**src/rtl/fht_frame_loader_pkg.sv**
```systemverilog
// Shared types and helpers for the fht_top frame loader and its neighbours
// (output unloader, benches).
package fht_loader_pkg;

    typedef enum logic [2:0] {
        IDLE,
        LOAD,
        START,
        WAIT_BUSY,
        WAIT_DONE
    } state_t;

    // Widest value f_bit_rev can handle; callers pass the live width.
    localparam int BR_MAX = 32;

    // Reverse the low w bits of v; bits above w come back zero.
    function automatic logic [BR_MAX-1:0] f_bit_rev(input logic [BR_MAX-1:0] v, input int w);
        logic [BR_MAX-1:0] r;
        r = {<<{v}};
        return r >> (BR_MAX - w);
    endfunction

endpackage

```
**src/rtl/fht_frame_loader_if.sv**
```systemverilog
// ADC stream, control and fht_top write port of the frame loader.
// master = loader side, slave = ADC/fht_top (or bench) side.
interface fht_frame_loader_if #(
    parameter int ADC_WIDTH = 16,
    parameter int D_BIT     = 22,
    parameter int A_BIT     = 8,
    parameter int CNT_W     = 16
);
    logic                 iEN;
    logic [ADC_WIDTH-1:0] iADC_DATA;
    logic                 iADC_VALID;
    logic                 oADC_READY;
    logic                 iFHT_RDY;
    logic [3:0]           oWE;
    logic [D_BIT-1:0]     oDATA;
    logic [A_BIT-1:0]     oADDR_WR;
    logic                 oSTART;
    logic                 oFRAME_DONE;
    logic [CNT_W-1:0]     oFRAME_CNT;
    logic                 oBUSY;

    modport master (
        input  iEN, iADC_DATA, iADC_VALID, iFHT_RDY,
        output oADC_READY, oWE, oDATA, oADDR_WR, oSTART, oFRAME_DONE, oFRAME_CNT, oBUSY
    );

    modport slave (
        output iEN, iADC_DATA, iADC_VALID, iFHT_RDY,
        input  oADC_READY, oWE, oDATA, oADDR_WR, oSTART, oFRAME_DONE, oFRAME_CNT, oBUSY
    );
endinterface

```
**src/rtl/fht_frame_loader.sv**
```systemverilog
// Streams one frame of ADC samples into fht_top's four banks in
// bank-interleaved, bit-reversed order, kicks the transform and waits for it.
module fht_frame_loader
    import fht_loader_pkg::*;
#(
    parameter int ADC_WIDTH = 16,
    parameter int D_BIT     = 22,
    parameter int A_BIT     = 8,
    parameter int SHIFT     = 4,
    parameter int CNT_W     = 16
) (
    input  logic             iCLK,
    input  logic             iRESET,
    fht_frame_loader_if.master bus
);
    localparam int N_W = A_BIT + 2;
    localparam logic [N_W-1:0] N_LAST = '1;

    // Conversion must be lossless: the shifted sample has to fit the data word.
    if (ADC_WIDTH + SHIFT > D_BIT) begin : g_width_chk
        $error("fht_frame_loader: ADC_WIDTH+SHIFT exceeds D_BIT");
    end

    // Reset asserts immediately, releases two clocks later on a clean edge.
    logic [1:0] rst_sync_q, rst_sync_d;
    logic       rst;
    assign rst_sync_d = {rst_sync_q[0], 1'b0};
    assign rst        = rst_sync_q[1];

    // Reset release synchroniser.
    always_ff @(posedge iCLK or posedge iRESET) begin
        if (iRESET) rst_sync_q <= 2'b11;
        else        rst_sync_q <= rst_sync_d;
    end

    state_t             state_q, state_d;
    logic [N_W-1:0]     n_q, n_d;
    logic               ready_q, ready_d;
    logic               busy_q, busy_d;
    logic               start_q, start_d;
    logic               done_q, done_d;
    logic [CNT_W-1:0]   cnt_q, cnt_d;
    logic [3:0]         we_q, we_d;
    logic [D_BIT-1:0]   data_q, data_d;
    logic [A_BIT-1:0]   addr_q, addr_d;

    logic               xfer;
    logic signed [D_BIT-1:0] adc_ext;

    assign xfer    = ready_q & bus.iADC_VALID;
    assign adc_ext = D_BIT'(signed'(bus.iADC_DATA));

    // Next-state: write port fed by each transfer, frame sequencing FSM.
    always_comb begin
        state_d = state_q;
        n_d     = n_q;
        ready_d = ready_q;
        busy_d  = busy_q;
        start_d = 1'b0;
        done_d  = 1'b0;
        cnt_d   = cnt_q;
        we_d    = '0;
        data_d  = data_q;
        addr_d  = addr_q;

        // ready_q is only high in LOAD, so xfer implies LOAD.
        if (xfer) begin
            we_d   = 4'b0001 << n_q[1:0];
            data_d = adc_ext <<< SHIFT;
            addr_d = A_BIT'(f_bit_rev(BR_MAX'(n_q[N_W-1:2]), A_BIT));
            n_d    = n_q + 1'b1;
        end

        case (state_q)
            IDLE: if (bus.iEN && bus.iFHT_RDY) begin
                state_d = LOAD;
                n_d     = '0;
                ready_d = 1'b1;
                busy_d  = 1'b1;
            end
            LOAD: if (xfer && n_q == N_LAST) begin
                state_d = START;
                ready_d = 1'b0;
            end
            // Pulse start a cycle after the last write so the bank holds it.
            START: begin
                state_d = WAIT_BUSY;
                start_d = 1'b1;
            end
            WAIT_BUSY: if (!bus.iFHT_RDY) state_d = WAIT_DONE;
            WAIT_DONE: if (bus.iFHT_RDY) begin
                done_d = 1'b1;
                cnt_d  = cnt_q + 1'b1;
                n_d    = '0;
                if (bus.iEN) begin
                    state_d = LOAD;
                    ready_d = 1'b1;
                end else begin
                    state_d = IDLE;
                    busy_d  = 1'b0;
                end
            end
            default: begin
                state_d = IDLE;
                ready_d = 1'b0;
                busy_d  = 1'b0;
            end
        endcase
    end

    // State and registered outputs.
    always_ff @(posedge iCLK or posedge rst) begin
        if (rst) begin
            state_q <= IDLE;
            n_q     <= '0;
            ready_q <= 1'b0;
            busy_q  <= 1'b0;
            start_q <= 1'b0;
            done_q  <= 1'b0;
            cnt_q   <= '0;
            we_q    <= '0;
            data_q  <= '0;
            addr_q  <= '0;
        end else begin
            state_q <= state_d;
            n_q     <= n_d;
            ready_q <= ready_d;
            busy_q  <= busy_d;
            start_q <= start_d;
            done_q  <= done_d;
            cnt_q   <= cnt_d;
            we_q    <= we_d;
            data_q  <= data_d;
            addr_q  <= addr_d;
        end
    end

    assign bus.oADC_READY  = ready_q;
    assign bus.oBUSY       = busy_q;
    assign bus.oSTART      = start_q;
    assign bus.oFRAME_DONE = done_q;
    assign bus.oFRAME_CNT  = cnt_q;
    assign bus.oWE         = we_q;
    assign bus.oDATA       = data_q;
    assign bus.oADDR_WR    = addr_q;

endmodule

```
**src/flat_wrapper.sv**
```systemverilog
// flat-port wrapper written by rule: the top's interface ports become plain ports
module fht_frame_loader_flat import fht_loader_pkg::*;
#(
    parameter int ADC_WIDTH = 16,
    parameter int D_BIT     = 22,
    parameter int A_BIT     = 8,
    parameter int SHIFT     = 4,
    parameter int CNT_W     = 16
)
  (iCLK, iRESET, bus_iEN, bus_iADC_DATA, bus_iADC_VALID, bus_iFHT_RDY, bus_oADC_READY, bus_oWE, bus_oDATA, bus_oADDR_WR, bus_oSTART, bus_oFRAME_DONE, bus_oFRAME_CNT, bus_oBUSY);
  fht_frame_loader_if #(.ADC_WIDTH(ADC_WIDTH), .D_BIT(D_BIT), .A_BIT(A_BIT), .CNT_W(CNT_W)) bus_i ();
  input  logic iCLK;
  input  logic iRESET;
  input wire logic [$bits(bus_i.iEN)-1:0] bus_iEN;
  input wire logic [$bits(bus_i.iADC_DATA)-1:0] bus_iADC_DATA;
  input wire logic [$bits(bus_i.iADC_VALID)-1:0] bus_iADC_VALID;
  input wire logic [$bits(bus_i.iFHT_RDY)-1:0] bus_iFHT_RDY;
  output wire logic [$bits(bus_i.oADC_READY)-1:0] bus_oADC_READY;
  output wire logic [$bits(bus_i.oWE)-1:0] bus_oWE;
  output wire logic [$bits(bus_i.oDATA)-1:0] bus_oDATA;
  output wire logic [$bits(bus_i.oADDR_WR)-1:0] bus_oADDR_WR;
  output wire logic [$bits(bus_i.oSTART)-1:0] bus_oSTART;
  output wire logic [$bits(bus_i.oFRAME_DONE)-1:0] bus_oFRAME_DONE;
  output wire logic [$bits(bus_i.oFRAME_CNT)-1:0] bus_oFRAME_CNT;
  output wire logic [$bits(bus_i.oBUSY)-1:0] bus_oBUSY;
  assign bus_i.iEN = bus_iEN;
  assign bus_i.iADC_DATA = bus_iADC_DATA;
  assign bus_i.iADC_VALID = bus_iADC_VALID;
  assign bus_i.iFHT_RDY = bus_iFHT_RDY;
  assign bus_oADC_READY = bus_i.oADC_READY;
  assign bus_oWE = bus_i.oWE;
  assign bus_oDATA = bus_i.oDATA;
  assign bus_oADDR_WR = bus_i.oADDR_WR;
  assign bus_oSTART = bus_i.oSTART;
  assign bus_oFRAME_DONE = bus_i.oFRAME_DONE;
  assign bus_oFRAME_CNT = bus_i.oFRAME_CNT;
  assign bus_oBUSY = bus_i.oBUSY;
  fht_frame_loader #(.ADC_WIDTH(ADC_WIDTH), .D_BIT(D_BIT), .A_BIT(A_BIT), .SHIFT(SHIFT), .CNT_W(CNT_W)) u_core (.iCLK(iCLK), .iRESET(iRESET), .bus(bus_i));
endmodule
```
**config.mk**
```make
export PLATFORM = sky130hd
export DESIGN_NAME = fht_frame_loader_flat
export DESIGN_NICKNAME = d
export VERILOG_FILES = /design/src/rtl/fht_frame_loader_pkg.sv /design/src/rtl/fht_frame_loader_if.sv /design/src/rtl/fht_frame_loader.sv /design/src/flat_wrapper.sv
export SDC_FILE = /design/constraint.sdc
export NUM_CORES = 1
export LEC_CHECK = 0
export ABC_AREA = 1
export ABC_CLOCK_PERIOD_IN_PS = 1800
export BUFFER_PORTS_ARGS = -buffer_cell sky130_fd_sc_hd__buf_2
export CAP_MARGIN = 15
export CELL_PAD_IN_SITES_DETAIL_PLACEMENT = 1
export CELL_PAD_IN_SITES_GLOBAL_PLACEMENT = 1
export CORE_ASPECT_RATIO = 1.2
export CORE_MARGIN = 8
export CORE_UTILIZATION = 35
export CTS_CLUSTER_SIZE = 24
export DETAILED_ROUTE_END_ITERATION = 16
export GPL_ROUTABILITY_DRIVEN = 0
export PLACE_DENSITY_LB_ADDON = 0.1
export SLEW_MARGIN = 20
export SYNTH_ARGS = -nofsm -noshare
export SYNTH_HDL_FRONTEND = slang
export SYNTH_SLANG_ARGS = --single-unit
export TNS_END_PERCENT = 30
```
**constraint.sdc**
```tcl
create_clock -name iCLK -period 1.8 [get_ports iCLK]
set_input_delay 0.36 -clock iCLK [delete_from_list [all_inputs] [get_ports iCLK]]
set_output_delay 0.36 -clock iCLK [all_outputs]
set_load 0.01 [all_outputs]
```
==> impl_metrics.env, run 1 <==
export IMPL_outcome="finished clean"
export IMPL_track_usage_pct=14.3
export IMPL_diodes=0
export IMPL_port_buffers=70
export IMPL_worstHoldPathType="input port to asynchronous set/reset pin"
export IMPL_cts_htree_levels=3
export IMPL_grt_max_degree=47
export IMPL_clock_latency_ns=0.34
export IMPL_worstPathMaxFanout=10
export IMPL_crit_path_start_kind="flip-flop"
export IMPL_dpl_hpwl_mm=5.56
export IMPL_start_util_pct=35.8
export IMPL_rsz0062_at_grt="no"
export IMPL_grt_overflow=0
export IMPL_rows=36
export IMPL_antenna_found_initial=0
export IMPL_p_leak_nw=1.94
export IMPL_timing_final_crit_period_ns=1.48
export IMPL_fin_tns_setup_ns=0
export IMPL_route_detailed_drc=0
export IMPL_setup_viol=0
export IMPL_grt_pass1_wl_mm=12.9
export IMPL_timing_rr_end="u_core.bus.oFRAME_CNT[11]"
export IMPL_worstPathArrival_ns=1.71
export IMPL_finClkSkew_ns=0.00603
export IMPL_synth_warnings=0
export IMPL_synth_area_um2=2890
export IMPL_dr_first_iter_drc_count=68
export IMPL_final_instance_count_excl_fill=514
export IMPL_hold_viol=0
export IMPL_root_buffer="clkbuf_8"
export IMPL_netlist_top_cells_count="121 x nand2_1, 61 x dfrtp_1, 31 x inv_1, 29 x nor2_1, 16 x o21ai_0"
export IMPL_synthMostInstantiatedCell="nand2_1"
export IMPL_met2_length_mm=3.58
export IMPL_reg2regPathDepth=6
export IMPL_power_density_nw_per_um2=1390
export IMPL_top_level_ports=75
export IMPL_wirelength_mm=7.53
export IMPL_top_layer_used="met4"
export IMPL_critical_path_endpoint="u_core.bus.oFRAME_CNT[11]"
export IMPL_yosysTopAreaCell="dfrtp_1"
export IMPL_post_cts_buffers=0
export IMPL_ant_nets=0
export IMPL_fin_crit_sh_pct=82.2
export IMPL_synth_seq_cells=63
export IMPL_cts_tree="done"
export IMPL_synthArstFlopShare_pct=100
export IMPL_crit_start="u_core.state_q[0]"
export IMPL_syn2layout_area_growth_pct=24.1
export IMPL_final_max_slew_viol_count=0
export IMPL_post_drt_wl_per_cell_um=14.6
export IMPL_ys_flop_type="dfrtp_1"
export IMPL_netlist_area_leader_share_pct=52.9
export IMPL_syn_area_per_cell_um2=8.51
export IMPL_fin_area_um2=3580
export IMPL_via_count=2399
export IMPL_cts_buffers=9
export IMPL_ys_seq_area_share_pct=54.7
export IMPL_dp_cells=498
export IMPL_ctsLongestPathBuffers=2
export IMPL_crit_path_end_kind="flip-flop"
export IMPL_drv_cap=0
export IMPL_grt_pass1_vias=2605
export IMPL_cts_resized=0
export IMPL_core_um2=8060
export IMPL_synth_edff_count=0
export IMPL_layout_drive_gt1_share_pct=24.8
export IMPL_cts_sinks=63
export IMPL_die_x_um=98.9
export IMPL_yosysUniqueCellTypes=32
export IMPL_nNetsFinal=440
export IMPL_critical_path_class="flip-flop to flip-flop"
export IMPL_fmax_ghz=0.676
export IMPL_regToRegSetupSlack_ns=0.32
export IMPL_ir_worst_vdd_uv=579
export IMPL_dieHeight_um=115
export IMPL_die_area_um2=11400
export IMPL_clk_pin_slew_worst_paths_ns=0.07
export IMPL_dr_pass1_iters=4
export IMPL_dr_wl_met3_um=256
export IMPL_wl_met1_mm=3.54
export IMPL_cts_hold_buffers=0
export IMPL_viasPerCell=4.67
export IMPL_synth_top_cells_by_area="dfrtp_1 53%, nand2_1 16%, inv_1 4.0%, nor2_1 3.8%, o21ai_0 2.8%"
export IMPL_crit_required_ns=2.03
export IMPL_syn_inst=339
export IMPL_postPlaceCellArea_um2=3340
export IMPL_timing_rr_start="u_core.state_q[0]"
report_power, final:
part / internal (W) / switching (W)
combinational: 0.000519 / 0.000842
sequential: 0.00178 / 0.000309
clock: 0.000953 / 0.000576
total: 0.00326 / 0.00173
flip-flops by register name, summed over array words and instances (netlist names):
name and flops:
u_core.bus.oBUSY 1, u_core.bus.oDATA 16, u_core.bus.oADDR_WR 8, u_core.bus.oFRAME_DONE 1
u_core.bus.oSTART 1, u_core.n_q 10, u_core.bus.oADC_READY 1, u_core.bus.oFRAME_CNT 16
u_core.bus.oWE 4, u_core.rst_sync_q 2, u_core.state_q 3
placed cells by master, fill, tap and decap left out, types with 2 or more instances in the layout:
cell type | Yosys | routed
buf_4 | 6 | 2
nand3_1 | 14 | 14
nor2_2 | 3 | 3
clkbuf_8 | 0 | 10
conb_1 | 1 | 5
nand2_1 | 121 | 121
xnor2_1 | 4 | 4
nand2_2 | 2 | 2
dfrtp_1 | 61 | 61
buf_2 | 2 | 70
inv_1 | 31 | 30
o21ai_0 | 16 | 16
nand3b_1 | 2 | 2
nor3_1 | 2 | 2
clkinv_2 | 0 | 2
nor2_1 | 29 | 29
bufinv_16 | 0 | 3
nor2_4 | 3 | 3
ha_1 | 5 | 5
nand4_1 | 7 | 7
dfstp_2 | 2 | 2
clkinvlp_4 | 0 | 2
xor2_1 | 5 | 5
a21oi_1 | 7 | 7
metal layers:
metal	track usage, %	vias to the layer above
met5	0	-
met4	7.69	0
met3	3.13	12
met2	23.2	45
met1	17.3	1136
li1	-	1206
critical path: stages, from the launching register on:
cell and delay [ns]:
dfrtp_1 0.44, nor2_4 0.22, nand3_4 0.17, clkinv_4 0.13
nand3_1 0.14, o21ai_0 0.19, nand2_1 0.07
per-stage QoR:
stage / power [W] / setup slack [ns] / hold WS (ns) / util, %
after floorplan: 0.00294 / 0.449 / 0.272 / -
after global placement: 0.00347 / 0.324 / 0.255 / 41.4
after detailed placement: 0.00351 / 0.326 / 0.262 / 41.4
after CTS: 0.00508 / 0.307 / 0.00637 / 44.4
after global routing: 0.00538 / 0.0869 / 0.0285 / 44.4
final: 0.00498 / 0.320 / 0.0202 / 44.4
worst min-delay path by stage:
stage / start / endpoint / depth (start not counted)
after floorplan: iRESET / u_core.rst_sync_q[0] / 1
after global placement: u_core.rst_sync_q[1] / u_core.bus.oBUSY / 1
after detailed placement: u_core.rst_sync_q[1] / u_core.bus.oBUSY / 1
after CTS: iRESET / u_core.rst_sync_q[1] / 2
after global routing: iRESET / u_core.rst_sync_q[1] / 2
final: iRESET / u_core.rst_sync_q[1] / 2
cell type report:
cell class,count,area [um^2]
clock buffer,10,138
clock inverter,6,108
fill,1002,4480
inverter,33,133
multi-input combinational,234,1120
sequential,63,1580
tap,95,119
timing repair buffer,73,385
cell families (layout without fill, tap and decap cells):
group           count (synthesis)  in the layout  share of synthesized area [%]
buf+inv                        46            122                           7.02
fa+ha+maj                       5              5                           2.17
simple gates                  186            186                           27.7
other cells                     1              5                          0.130
xor+xnor                        9              9                           2.73
compound gates                 29             29                           5.51
flops                          63             63                           54.7
Note: power is estimated with default switching activity, not from simulation.
==> inputs of run 2 (changes only) <==
--- a/config.mk
+++ b/config.mk
@@ -6,7 +6,7 @@
 export NUM_CORES = 1
 export LEC_CHECK = 0
 export ABC_AREA = 1
-export ABC_CLOCK_PERIOD_IN_PS = 1800
+export ABC_CLOCK_PERIOD_IN_PS = 1300
 export BUFFER_PORTS_ARGS = -buffer_cell sky130_fd_sc_hd__buf_2
 export CAP_MARGIN = 15
 export CELL_PAD_IN_SITES_DETAIL_PLACEMENT = 1
==> constraint.sdc (replaced) <==
create_clock -name iCLK -period 1.3 [get_ports iCLK]
set_input_delay 0.26 -clock iCLK [delete_from_list [all_inputs] [get_ports iCLK]]
set_output_delay 0.26 -clock iCLK [all_outputs]
set_load 0.01 [all_outputs]
==> run 2 against run 1 <==
  * The run now ends with negative setup slack left
  * First-iteration DRC count increased by 2.9%
  * Largest power group unchanged
  * Cell count increased by 7.2%
  * Clock power increased by 16%
  * Total power increased by 40%
  * Worst setup slack got worse by 0.34 ns
  * Sequential power increased by 34%
  * Via count increased by 9.0%
  * Highest routed layer unchanged
==> impl_metrics.env, run 2 (synthesis gave the netlist of run 1 again) <==
export IMPL_outcome="complete, but fails checks"
export IMPL_violations="negative setup slack"
export IMPL_die_area_um2=11400
export IMPL_viasPerCell=4.75
export IMPL_worstPathMaxFanout=2
export IMPL_antenna_found_initial=0
export IMPL_finClkSkew_ns=0.00709
export IMPL_cts_sinks=63
export IMPL_post_drt_wl_per_cell_um=14.7
export IMPL_final_instance_count_excl_fill=551
export IMPL_core_um2=8060
export IMPL_dp_cells=528
export IMPL_grt_max_degree=62
export IMPL_grt_overflow=0
export IMPL_clk_pin_slew_worst_paths_ns=0.07
export IMPL_syn2layout_area_growth_pct=37.4
export IMPL_cts_htree_levels=3
export IMPL_crit_required_ns=1.56
export IMPL_crit_path_cell_trace="buf_4, nor3_2, buf_4, nor2_1, o21ai_1"
export IMPL_dieHeight_um=115
export IMPL_fmax_ghz=0.757
export IMPL_route_detailed_drc=0
export IMPL_dr_first_iter_drc_count=70
export IMPL_track_usage_pct=14.6
export IMPL_die_x_um=98.9
export IMPL_power_density_nw_per_um2=1760
export IMPL_root_buffer="clkbuf_8"
export IMPL_power_w=0.00698
export IMPL_ir_worst_vdd_uv=784
export IMPL_worstHoldPathType="input port to flip-flop"
export IMPL_grt_pass1_vias=2751
export IMPL_critical_path_class="flip-flop to flip-flop"
export IMPL_layout_drive_gt1_share_pct=36.4
export IMPL_cts_buffers=9
export IMPL_timing_final_crit_period_ns=1.32
export IMPL_ant_nets=0
export IMPL_critPathMostFrequentCell="buf_4"
export IMPL_fin_crit_sh_pct=102
export IMPL_dr_pass1_iters=4
export IMPL_nNetsFinal=477
export IMPL_worstPathArrival_ns=1.58
export IMPL_final_max_slew_viol_count=0
export IMPL_diodes=0
export IMPL_fill_cells=970
export IMPL_rows=36
export IMPL_setup_viol=3
export IMPL_crit_path_end_kind="flip-flop"
export IMPL_final_common_cell="nand2_1"
export IMPL_top_level_ports=75
export IMPL_crit_path_start_kind="flip-flop"
export IMPL_cts_tree="done"
export IMPL_via_count=2615
export IMPL_port_buffers=70
export IMPL_drv_cap=0
export IMPL_grt_pass1_wl_mm=13.4
export IMPL_wirelength_mm=8.12
export IMPL_rsz0062_at_grt="yes"
export IMPL_dpl_hpwl_mm=5.88
export IMPL_start_util_pct=35.8
export IMPL_hold_viol=0
export IMPL_ctsLongestPathBuffers=2
export IMPL_p_leak_nw=2.15
export IMPL_clock_latency_ns=0.34
export IMPL_worst_slack_ns=-0.0206
export IMPL_slowest_delay_ns=0.43
export IMPL_mostFrequentLayoutCells="113 x nand2_1, 69 x buf_2, 59 x dfrtp_1, 35 x buf_4, 28 x inv_1"
export IMPL_cp_slowest_cell="dfrtp_1"
==> run 2: through the flow <==
stage	hold WS [ns]	util, %	setup slack [ns]	cell area [um^2]	setup TNS [ns]
after floorplan	0.172	-	-0.0513	2910	-0.103
after global routing	0.117	49.2	-0.124	3970	-0.985
after CTS	0.0971	47.4	-0.0338	3820	-0.0693
final	0.113	49.2	-0.0206	3970	-0.0317
after detailed placement	0.292	44.3	-0.0948	3570	-0.258
after global placement	0.278	44.3	-0.0903	3570	-0.155
==> run 2: path summary, 6_finish.rpt <==
| check | from | endpoint | slack, ns | cells after the start |
|---|---|---|---|---|
| max in group asynchronous | u_core.rst_sync_q[1] | u_core.bus.oFRAME_CNT[10] | 0.67 | 2 |
| hold / removal | bus_iADC_DATA[9] | u_core.bus.oDATA[13] | 0.11 | 3 |
| hold reg to reg | u_core.rst_sync_q[1] | u_core.state_q[1] | 0.33 | 2 |
| setup / recovery | u_core.state_q[1] | u_core.state_q[1] | -0.02 | 5 |
| min in group asynchronous | u_core.rst_sync_q[1] | u_core.state_q[1] | 0.33 | 2 |
| setup reg to reg | u_core.state_q[1] | u_core.state_q[1] | -0.02 | 5 |
==> run 2: power by group <==
group          switching [W]  internal [W]
Sequential          0.000329       0.00247
Combinational        0.00139       0.00100
Clock               0.000791      0.000987
==> run 2: repair_timing <==
action                     CTS  global route
hold buffers                 1             0
gates resized for setup      9            34
hold endpoints to repair     2             0
buffers inserted             0             6
pin swaps                    3             8
setup endpoints to repair   13            28
==> run 2: metal layers <==
| layer | vias to the layer above | GRT usage [%] | wire (um) |
|---|---|---|---|
| li1 | 1276 | - | - |
| met1 | 1277 | 17.5 | 3540 |
| met2 | 51 | 24.5 | 4090 |
| met3 | 11 | 3.25 | 332 |
| met4 | 0 | 7.08 | 150 |
| met5 | - | 0 | 0 |
==> run 2: cell type report <==
type / count / area, um^2 / area share [%]
inverters: 33 / 133 / 3.34
clock buffers: 11 / 151 / 3.82
clock inverters: 5 / 56.3 / 1.42
multi-input cells: 234 / 1230 / 31.1
well taps: 95 / 119 / 3.00
flip-flops and latches: 63 / 1580 / 39.9
repair buffers: 110 / 692 / 17.5
==> run 2: critical path, delay by kind of cell, from the launching register on <==
kind | cells | cell delay (ns)
flip-flops | 1 | 0.43
AND/OR/NAND/NOR | 2 | 0.35
buffers and inverters | 2 | 0.33
AO/OA/AOI/OAI | 1 | 0.14
==> inputs of run 3 (changes only) <==
--- a/config.mk
+++ b/config.mk
@@ -14,9 +14,10 @@
 export CORE_ASPECT_RATIO = 1.2
 export CORE_MARGIN = 8
 export CORE_UTILIZATION = 35
+export CTS_BUF_LIST = sky130_fd_sc_hd__clkbuf_16
 export CTS_CLUSTER_SIZE = 24
 export DETAILED_ROUTE_END_ITERATION = 16
-export GPL_ROUTABILITY_DRIVEN = 0
+export GPL_ROUTABILITY_DRIVEN = 1
 export PLACE_DENSITY_LB_ADDON = 0.1
 export SLEW_MARGIN = 20
 export SYNTH_ARGS = -nofsm -noshare
==> run 3 against run 2 <==
  * Largest power group unchanged
  * The flow still finishes with violations (negative setup slack)
  * Clock-buffer cell count decreased by 2
  * Critical path depth decreased by 3
  * Sequential power about the same
  * Flip-flop and latch count unchanged
  * Total power increased by 9.5%
  * Clock skew decreased by 0.0024 ns
  * Critical endpoint is now bus_oFRAME_CNT[4]
  * Fmax decreased by 0.35%
  * Final area increased by 2.3%
  * Global-route usage increased by 0.33 points
  * Hold slack improved by 0.013 ns
==> impl_metrics.env, run 3 (synthesis gave the netlist of run 1 again) <==
export IMPL_crit_required_ns=1.04
export IMPL_start_util_pct=35.8
export IMPL_root_buffer="clkbuf_16"
export IMPL_crit_start="u_core.bus.oFRAME_CNT[4]"
export IMPL_ir_worst_vdd_uv=809
export IMPL_p_sw_w=0.00262
export IMPL_grt_pass1_vias=2760
export IMPL_port_buffers=70
export IMPL_route_detailed_drc=0
export IMPL_cts_buffers=9
export IMPL_rows=36
export IMPL_fin_area_um2=4060
export IMPL_syn2layout_area_growth_pct=40.6
export IMPL_cts_sinks=63
export IMPL_nNetsFinal=480
export IMPL_track_usage_pct=15.0
export IMPL_worstPathMaxFanout=3
export IMPL_die_x_um=98.9
export IMPL_cts_tree="done"
export IMPL_dieHeight_um=115
export IMPL_dp_cells=528
export IMPL_ant_nets=0
export IMPL_worstPathArrival_ns=1.07
export IMPL_grt_pass1_wl_mm=13.5
export IMPL_combPwrFrac_pct=32.6
export IMPL_gp_congestion=0.765
export IMPL_critical_path_class="flip-flop to primary output"
export IMPL_grt_max_degree=62
export IMPL_dpl_hpwl_mm=5.88
export IMPL_power_frac_seq_pct=36.7
export IMPL_ctsLongestPathBuffers=2
export IMPL_setup_viol=5
export IMPL_final_instance_count_excl_fill=554
export IMPL_min_from="bus_iADC_DATA[9]"
export IMPL_grt_util_met3_pct=3.55
export IMPL_grtUsageMet2_pct=24.6
export IMPL_worst_slack_ns=-0.0253
export IMPL_cts_htree_levels=3
export IMPL_power_density_nw_per_um2=1880
export IMPL_timing_rr_start="u_core.state_q[1]"
export IMPL_crit_path_start_kind="flip-flop"
export IMPL_top_level_ports=75
export IMPL_drv_cap=0
export IMPL_finClkSkew_ns=0.00465
export IMPL_switching_share_pct=34.3
export IMPL_layout_drive_gt1_share_pct=35.3
export IMPL_grtUsageMet1_pct=17.7
export IMPL_core_um2=8060
export IMPL_viasPerCell=4.72
export IMPL_rsz0062_at_grt="yes"
export IMPL_fin_tns_setup_ns=-0.0697
export IMPL_mostFrequentLayoutCells="115 x nand2_1, 70 x buf_2, 60 x dfrtp_1, 37 x buf_4, 28 x inv_1"
export IMPL_final_max_slew_viol_count=0
export IMPL_pre_cts_ws_ns=-0.0948
export IMPL_violations="negative setup slack"
export IMPL_wirelength_mm=8.25
export IMPL_timing_final_crit_period_ns=1.33
export IMPL_fmax_ghz=0.755
export IMPL_antenna_found_initial=0
export IMPL_diodes=0
export IMPL_via_count=2616
export IMPL_fin_crit_sh_pct=102
export IMPL_worstHoldPathType="input port to flip-flop"
export IMPL_internal_power_w=0.00502
export IMPL_grt_busiest_layer="met2"
export IMPL_fill_cells=966
export IMPL_grt_overflow=0
export IMPL_p_leak_nw=2.21
export IMPL_crit_path_end_kind="primary output"
export IMPL_die_area_um2=11400
export IMPL_clk_pin_slew_worst_paths_ns=0.05
export IMPL_hold_viol=0
export IMPL_outcome="complete, but fails checks"
export IMPL_dr_first_iter_drc_count=68
export IMPL_post_drt_wl_per_cell_um=14.9
export IMPL_final_common_cell="nand2_1"
export IMPL_dr_pass1_iters=5
export IMPL_clock_latency_ns=0.33
export IMPL_postPlaceCellArea_um2=3570
export IMPL_clockPowerShare_pct=30.7
export IMPL_fin_util_pct=50.3
-- run 3: changes by cell type in the layout (fill, tap and decap cells not counted), sizes merged --
cell,change
clkbuf,-2
buf,+3
clkinv,+2
-- run 3: stage by stage --
step	power (W)	hold WS [ns]
after floorplan	0.00407	0.172
after global placement	0.00505	0.278
after detailed placement	0.00514	0.292
after CTS	0.00755	0.116
after global routing	0.00819	0.132
final	0.00764	0.125
-- run 3: worst max-delay path: stages (launching register included) --
cell     delay, ns
dfrtp_1       0.44
buf_4         0.17
buf_2         0.13
-- run 3: worst paths after layout --
path	endpoint	slack [ns]	cells past startpoint
setup / recovery	bus_oFRAME_CNT[4]	-0.03	2
hold / removal	u_core.bus.oDATA[13]	0.13	3
setup reg to reg	u_core.bus.oFRAME_CNT[4]	-0.02	5
hold reg to reg	u_core.state_q[1]	0.32	2
max in group asynchronous	u_core.bus.oSTART	0.69	2
min in group asynchronous	u_core.state_q[1]	0.32	2
-- run 3: cell type report --
class	count	area (um^2)	share of cell area, %
clock buffers	9	225	5.55
clock inverters	7	63.8	1.57
inverters	33	133	3.27
multi-input cells	234	1220	30.2
flip-flops and latches	63	1580	38.9
well taps	95	119	2.93
repair buffers	113	712	17.5
-- run 3: power by group through the flow --
stage	Combinational [W]	Clock, W	Sequential, W
after global routing	0.00281	0.00251	0.00288
after CTS	0.00234	0.00240	0.00281
after global placement	0.00223	0	0.00282
final	0.00249	0.00235	0.00280
after detailed placement	0.00230	0	0.00284
after floorplan	0.00105	0	0.00302
-- run 3: timing repair --
item,4_1_cts,5_1_grt
endpoints found under the setup margin,13,21
resized for setup,7,29
hold buffers,1,0
setup buffers,0,9
hold endpoints to repair,2,0
pin swaps,2,12
-- run 3: layer usage --
| layer | routed length (um) | share of wire, % | up-vias |
|---|---|---|---|
| met4 | 145 | 1.8 | 0 |
| li1 | - | - | 1279 |
| met2 | 4120 | 50 | 46 |
| met1 | 3650 | 44 | 1279 |
| met5 | 0 | 0 | - |
| met3 | 332 | 4.0 | 12 |
